File: src/rtl/ti_sbox_pipe.sv
// ti_sbox_pipe -- pipelined 3-share threshold-implementation S-box layer.
//
// STAGES cascaded quadratic TI component layers act on NIBBLES nibbles per
// share. Layer k is the combinational logic that feeds stage register k.
// Stage 0 takes the input shares, and stage k>0 takes stage k-1. The last
// stage register drives out_s* directly, so the output passes through no
// further logic. A register between every layer isolates glitches. The
// stages form an elastic valid/ready pipeline.
//
// Share rotation per layer (non-complete): y1=F(x2,x3), y2=F(x3,x1), y3=F(x1,x2).
// Across the three shares F sums to the unshared nibble map Q:
//   q0 = x0 ^ x1&x2
//   q1 = x1 ^ x2&x3
//   q2 = x2 ^ x1 ^ x0&x3
//   q3 = ~(x3 ^ x0&x1)
//
// Optional feature: define TI_REFRESH_EN to re-mask the shares with rnd at
// every stage-k load (k>0). Without it, rnd is ignored.

module ti_sbox_pipe #(
    parameter int NIBBLES = 16,
    parameter int STAGES  = 2
) (
    input  logic                   clk,
    input  logic                   rst_n,
    input  logic                   flush,
    input  logic                   in_valid,
    output logic                   in_ready,
    input  logic [4*NIBBLES-1:0]   in_s1,
    input  logic [4*NIBBLES-1:0]   in_s2,
    input  logic [4*NIBBLES-1:0]   in_s3,
    input  logic [8*NIBBLES-1:0]   rnd,
    output logic                   out_valid,
    input  logic                   out_ready,
    output logic [4*NIBBLES-1:0]   out_s1,
    output logic [4*NIBBLES-1:0]   out_s2,
    output logic [4*NIBBLES-1:0]   out_s3,
    output logic                   busy
);

    localparam int W = 4 * NIBBLES;

    // One share of the quadratic component. p is the first-listed share and
    // q is the second-listed share. Each product a&b is split as
    // pa&pb ^ pa&qb ^ qa&pb. Across the three rotations this sums to a&b.
    // Linear terms and the constant are taken from p only. Three copies of
    // the constant XOR back to one.
    function automatic logic [3:0] comp_f(input logic [3:0] p, input logic [3:0] q);
        logic [3:0] y;
        y[0] = p[0] ^ (p[1] & p[2]) ^ (p[1] & q[2]) ^ (q[1] & p[2]);
        y[1] = p[1] ^ (p[2] & p[3]) ^ (p[2] & q[3]) ^ (q[2] & p[3]);
        y[2] = p[2] ^ p[1] ^ (p[0] & p[3]) ^ (p[0] & q[3]) ^ (q[0] & p[3]);
        y[3] = ~(p[3] ^ (p[0] & p[1]) ^ (p[0] & q[1]) ^ (q[0] & p[1]));
        return y;
    endfunction

    // Applies the component to every nibble of one share word.
    function automatic logic [W-1:0] layer_f(input logic [W-1:0] p, input logic [W-1:0] q);
        logic [W-1:0] y;
        y = '0;
        for (int n = 0; n < NIBBLES; n++) begin
            y[4*n +: 4] = comp_f(p[4*n +: 4], q[4*n +: 4]);
        end
        return y;
    endfunction

    logic [STAGES-1:0] v_reg;
    logic [STAGES-1:0] adv;
    logic [STAGES-1:0] load;
    logic [STAGES:0]   adv_chain;
    logic [STAGES:0]   occ;

    logic [W-1:0] d1_reg [STAGES];
    logic [W-1:0] d2_reg [STAGES];
    logic [W-1:0] d3_reg [STAGES];

    // A virtual always-occupied stage beyond the last one turns the
    // last-stage rule (v & out_ready) into the same form as the others.
    assign occ = {1'b1, v_reg};

    // The advance chain runs from the output back toward the input.
    always_comb begin
        adv_chain = '0;
        adv_chain[STAGES] = out_ready;
        for (int k = STAGES - 1; k >= 0; k--) begin
            adv_chain[k] = v_reg[k] & (!occ[k+1] | adv_chain[k+1]);
        end
    end

    assign adv       = adv_chain[STAGES-1:0];
    assign in_ready  = !flush && (!v_reg[0] || adv[0]);
    assign out_valid = v_reg[STAGES-1];
    assign busy      = |v_reg;
    assign out_s1    = d1_reg[STAGES-1];
    assign out_s2    = d2_reg[STAGES-1];
    assign out_s3    = d3_reg[STAGES-1];

    // Stage valids: flush clears all of them. A load sets the valid.
    // Advancing without a refill clears it.
    always_ff @(posedge clk or negedge rst_n) begin
        if (!rst_n) begin
            v_reg <= '0;
        end else if (flush) begin
            v_reg <= '0;
        end else begin
            for (int k = 0; k < STAGES; k++) begin
                if (load[k]) begin
                    v_reg[k] <= 1'b1;
                end else if (adv[k]) begin
                    v_reg[k] <= 1'b0;
                end
            end
        end
    end

    genvar gi;
    generate
        for (gi = 0; gi < STAGES; gi++) begin : g_stage
            logic [W-1:0] x1, x2, x3;
            logic [W-1:0] y1, y2, y3;
            logic [W-1:0] n1, n2, n3;

            if (gi == 0) begin : g_src_in
                assign x1 = in_s1;
                assign x2 = in_s2;
                assign x3 = in_s3;
                assign load[gi] = in_valid & in_ready;
            end else begin : g_src_prev
                assign x1 = d1_reg[gi-1];
                assign x2 = d2_reg[gi-1];
                assign x3 = d3_reg[gi-1];
                assign load[gi] = adv[gi-1] & !flush;
            end

            assign y1 = layer_f(x2, x3);
            assign y2 = layer_f(x3, x1);
            assign y3 = layer_f(x1, x2);

`ifdef TI_REFRESH_EN
            if (gi > 0) begin : g_refresh
                // The XOR of the three masks is zero, so the unshared value
                // is unchanged.
                assign n1 = y1 ^ rnd[W-1:0];
                assign n2 = y2 ^ rnd[2*W-1:W];
                assign n3 = y3 ^ rnd[W-1:0] ^ rnd[2*W-1:W];
            end else begin : g_no_refresh
                assign n1 = y1;
                assign n2 = y2;
                assign n3 = y3;
            end
`else
            assign n1 = y1;
            assign n2 = y2;
            assign n3 = y3;
`endif

            // Share registers change only on their own load, so idle shares
            // never toggle.
            always_ff @(posedge clk or negedge rst_n) begin
                if (!rst_n) begin
                    d1_reg[gi] <= '0;
                    d2_reg[gi] <= '0;
                    d3_reg[gi] <= '0;
                end else if (load[gi]) begin
                    d1_reg[gi] <= n1;
                    d2_reg[gi] <= n2;
                    d3_reg[gi] <= n3;
                end
            end
        end
    endgenerate

`ifndef TI_REFRESH_EN
    logic rnd_unused;
    assign rnd_unused = ^rnd;
`endif

endmodule

File: config.mk
export PLATFORM = sky130hd
export DESIGN_NAME = ti_sbox_pipe
export DESIGN_NICKNAME = d
export VERILOG_FILES = /design/src/rtl/ti_sbox_pipe.sv
export SDC_FILE = /design/constraint.sdc
export NUM_CORES = 2
export LEC_CHECK = 0
export CAP_MARGIN = 25
export CORE_ASPECT_RATIO = 1.4
export CORE_MARGIN = 1
export CORE_UTILIZATION = 33
export DETAILED_ROUTE_END_ITERATION = 6
export PLACE_DENSITY = 0.57
export SKIP_CTS_REPAIR_TIMING = 1
export SLEW_MARGIN = 20
export SYNTH_ARGS = -nofsm -noshare
export SYNTH_HDL_FRONTEND = slang
export SYNTH_SLANG_ARGS = --single-unit
File: constraint.sdc
create_clock -name clk -period 1.7 [get_ports clk]
set_input_delay 0.255 -clock clk [delete_from_list [all_inputs] [get_ports clk]]
set_output_delay 0.255 -clock clk [all_outputs]
set_load 0.01 [all_outputs]
# == After elaboration in Yosys (flattened, before gate mapping) ==
# Index checks and enable logic that the tools add are counted.
# classes
bitwise_logic,2501
n_reduce_logical,8
mux,5
# ops
cell,count
$xor A1 B1 Y1,1248
$and A1 B1 Y1,1156
$not A1 Y1,96
$reduce_bool A3 Y1,2
$mux W1,4
$logic_not A1 Y1,3
$mux W2,1
$reduce_or A2 Y1,1
$logic_and A1 B1 Y1,1
$logic_or A1 B1 Y1,1
$or A1 B1 Y1,1
# word_totals
reg_bits,386
in_bits,325
out_inout_bits,195
word_cells,2522

# == Longest topological paths before layout ==
# depth
depth_word,8
mapped_depth,9
mapped_depth_nobuf,5

# == Worst setup path after synthesis ==
# No wires, ideal clock.
# synth_path
kind,register to register
start,register v_reg[1]
end,"register d1_reg, in the netlist g_stage[1].x1[27]"
required_time_ns,1.631
n_path_buf,3
path_stages_with_launch,8
period_less_slack_ns,1.838
setup_ns,0.069
path_slack_ns,-0.138
arrival_ns,1.769
cell_sequence,dfrtp_1 and3b_1 or2_1 clkbuf_1 buf_6 buf_6 or4_1 nand3_1
# synth_via
elab_chain_cells,6
word_cells_on_any_way,7
cone_classes,4 x bitwise; 3 x reduce/logical
# synth_lines
element,line_no,rtl
start: declaration,67,logic [STAGES-1:0] v_reg;
start signal: assignment,102,v_reg <= '0;
start signal: assignment,104,v_reg <= '0;
start signal: indexed assignment,108,v_reg[k] <= 1'b1;
$and A1 B1 Y1 or $logic_not A1 Y1 (tied branches),86,adv_chain[k] = v_reg[k] & (!occ[k+1] | adv_chain[k+1]);
$or A1 B1 Y1 (*),86,
$and A1 B1 Y1 (*),86,
$logic_or A1 B1 Y1 (*),91,assign in_ready = !flush && (!v_reg[0] || adv[0]);
$logic_and A1 B1 Y1 (*),91,
$and A1 B1 Y1 (*),127,assign load[gi] = in_valid & in_ready;
end signal: indexed assignment,165,d1_reg[gi] <= n1;
end: declaration,73,logic [W-1:0] d1_reg [STAGES];
# Mark *: on every way between the ends. The rest lies on a longest branch, timed or not.
# A chain may end at the register's enable or synchronous reset.

# == Final worst setup path ==
# layout_path
start,register v_reg[0]
end,"register d1_reg, in the netlist g_stage[1].x1[2]"
# layout_via
elab_chain_cells,4
word_cells_on_any_way,5
cone_classes,2 x bitwise; 3 x reduce/logical
# layout_lines
element,line_no
$and A1 B1 Y1 or $logic_not A1 Y1 (tied branches),"86, 91"
$logic_or A1 B1 Y1 (*),91
$logic_and A1 B1 Y1 (*),91
$and A1 B1 Y1 (*),127
# Marks and branches as above.

==> qor.csv <==
stage,metric,value,unit
worst_setup_path,Worst EP arrival,2420,ps
logic_synthesis,async set-reset flop share out of synthesis,1.000,
clock_network,TritonCTS Buffers,47,
sta,RSZ-0062 raised after global routing,true,
worst_setup_path,Startpoint Class,flop,
worst_setup_path,"Largest stage delay, worst path",400,ps
clock_network,H-tree levels,2,
clock_network,CTS tree,built,
power_and_ir_drop,combinational fraction of design power,0.438,
drt,remaining antenna violation count,0,
logic_synthesis,ys flop type,dfrtp_1,
clock_network,clock transition at the registers of the reported paths,60,ps
worst_setup_path,crit-path cells,and3b_2 > or2_4 > buf_12 > clkbuf_16 > buf_4 > a211o_1 > nand3_1,
die,starting density of the core,0.3345,
power_and_ir_drop,Net Sw Frac,0.3761,
power_and_ir_drop,P_int,28.13,mW
worst_setup_path,crit-path max FO,9,
global_routing,largest net degree at the start of global routing,78,
die,Ports,520,
layout,Register Area,9683,um^2
logic_synthesis,"flops & latches, synth",386,
drt,WL/cell,19.33,um
sta,worst setup margin,-195.9,ps
global_routing,gr usage total,0.2039,
sta,Peak Freq,0.5275,GHz
sta,Slew headroom,0.6537,
layout,Final nets,5147,
worst_setup_path,Worst R2R Start,v_reg[0],
logic_synthesis,Post-Syn Area per Cell,8.100,um^2
sta,Setup-failing EPs final,223,
placed_design,Post-DP HPWL,80.51,mm
clock_network,CTS max path bufs,3,
die,Die Area,99900,um^2
logic_synthesis,post-synthesis cell area,32540,um^2
clock_network,Worst-Skew Late Latency,610,ps
sta,fin crit period,1896,ps
clock_network,Clock Root Buffer,clkbuf_16,
drt,Via Count,31790,
flow_run,maxcap violations,0,
layout,filler instances,9615,
power_and_ir_drop,Clk network pwr share,0.224,
clock_network,clk sinks,386,
worst_setup_path,critical path class,reg2reg,
power_and_ir_drop,worst vdd ir,0.6413,mV
power_and_ir_drop,PwrDens,994.0,nW/um^2
sta,Fin Setup TNS,-17800,ps
global_routing,vias in the first global route,29800,
outcome,failing checks,negative setup slack,
power_and_ir_drop,register share of total power,0.338,
logic_synthesis,Syn Inst Count,4018,
power_and_ir_drop,Pwr Total,45.09,mW
worst_setup_path,CP startpoint,v_reg[0],
global_routing,first-pass GRT wire length,164.1,mm
drt,DRC,0,
logic_synthesis,Synth Net Count,4439,
layout,Multi-input gate area,21380,um^2
worst_setup_path,Critical Path Sink Type,flop,
layout,Area Overhead vs Synth,39.40,%
sta,Slew Limit Fails,0,
worst_setup_path,Critical Path RT,2230,ps
outcome,status,"complete, but fails checks",
global_routing,GR Overflow Total,0,
sta,period utilization,1.115,
sta,final hold violations,0,
min_path,Hold Crit Class,in2async,
drt,Iteration-0 DRC Markers,1624,
logic_synthesis,register area share after synthesis,0.2968,
drt,"wirelength, routed",117.3,mm
drt,vias per cell,5.239,
drt,drt first pass iters,6,
power_and_ir_drop,Leak,20.57,nW
global_routing,initial antenna violation count,15,
worst_setup_path,"slowest stage cell, crit path",dfrtp_1,
placed_design,Port Buffers,391,
layout,share of cells above drive strength 1,0.1845,
sta,Clock Skews,31.80,ps
logic_synthesis,Ys Warns,0,
worst_setup_path,R2R depth,7,
power_and_ir_drop,NetSw,16.96,mW
logic_synthesis,Post-synth EDFFs,0,
placed_design,GP Congestion,0.8594,
sta,worst-margin pin slew,519.4,ps
die,Cell Rows,135,
die,Die Y,373.6,um
die,Die X-Extent,267.4,um
die,Core Area,97290,um^2
logic_synthesis,synth unique cells,46,
-- cell usage after synthesis (96+ instances only) --
library cell	number	area (um^2)
nand2_1	641	2406
dfrtp_1	386	9659
xnor2_1	384	3363
o21ai_0	332	1662
clkbuf_1	331	1242
nand3_1	245	1226
nor2b_1	228	1426
nand2b_1	148	925.9
nor3b_1	146	1096
o211ai_1	109	818.3
nor4bb_1	99	991.0
ha_1	96	1201
-- cells in the final DEF, fill, tap and decap left out, types with 67 or more instances in the layout --
cell             instances
clkbuf_16               78
nor2b_1                227
mux2_2                  68
nand4_1                 94
nand3_1                237
xnor2_1                384
o21ai_0                302
o211ai_1               109
a221oi_1                67
nor3b_1                146
nor4bb_1                99
buf_4                  525
dfrtp_1                367
nand2_1                630
clkdlybuf4s50_1        195
ha_1                    96
nand2b_1               147
dlymetal6s2s_1         193
a211o_1                 94
-- logic make-up (layout without fill, tap and decap cells) --
group,count (synthesis),after routing,synth area share
compound gates,709,709,0.1471
simple gates,1890,1892,0.3273
fa+ha+maj,96,96,0.03691
other cells,0,8,0
xor+xnor,426,426,0.1146
flops,386,386,0.2968
mux,68,68,0.02353
buf+inv,443,1181,0.05375
-- routing by layer --
metal,vias to the layer above,wire length (um),track usage,part of all wire
met5,-,96,0,0.00082
met4,14,3918,0.07245,0.033
met3,178,4973,0.02913,0.042
met2,643,59230,0.3634,0.51
met1,15250,49060,0.2463,0.42
li1,15700,-,-,-
-- through the flow --
step / utilization / hold WS [ps] / cells / area, um^2 / setup slack [ps]
after floorplan: - / -40.59 / 4018 / 32710 / -3.377
after global placement: 0.4235 / 166.3 / 5880 / 41210 / -596.5
after detailed placement: 0.4235 / 168.7 / 5880 / 41210 / -597.8
after CTS: 0.4389 / -502.3 / 5961 / 42710 / -646.4
after global routing: 0.4663 / 140.5 / 6065 / 45360 / -261.9
final: 0.4663 / 136.3 / 6067 / 45370 / -195.9
-- final timing paths --
kind,endpoint,slack [ps]
setup / recovery,g_stage[1].x1[2],-200
hold / removal,v_reg[0],140
setup reg to reg,g_stage[1].x1[2],-200
hold reg to reg,out_s3[50],470
max in group asynchronous,out_s3[0],830
min in group clk,v_reg[0],300
-- critical path, delay by kind of cell, from the launching register on --
family / cells / cell delay [ps]
AOI/OAI and AO/OA: 1 / 220
buffers and inverters: 3 / 470
DFF: 1 / 400
and+or+nand+nor: 3 / 720
-- layout make-up --
cell class,instances,share of cell area
timing repair buffer,1056,0.2424
antenna,8,0.0004413
tap,1301,0.03588
multi-input combinational,3191,0.4712
inverter,44,0.003640
clock buffer,71,0.03100
sequential,386,0.2134
clock inverter,10,0.002013
-- power groups by stage --
stage / clock network (mW) / registers, mW / logic [mW]
after CTS: 10.4 / 15.3 / 19.6
after global routing: 10.7 / 15.6 / 21.7
after global placement: 0 / 15.4 / 19.3
final: 10.1 / 15.2 / 19.8
after detailed placement: 0 / 15.4 / 19.5
after floorplan: 0 / 14.4 / 10.6
(Power assumes the default switching activity.)
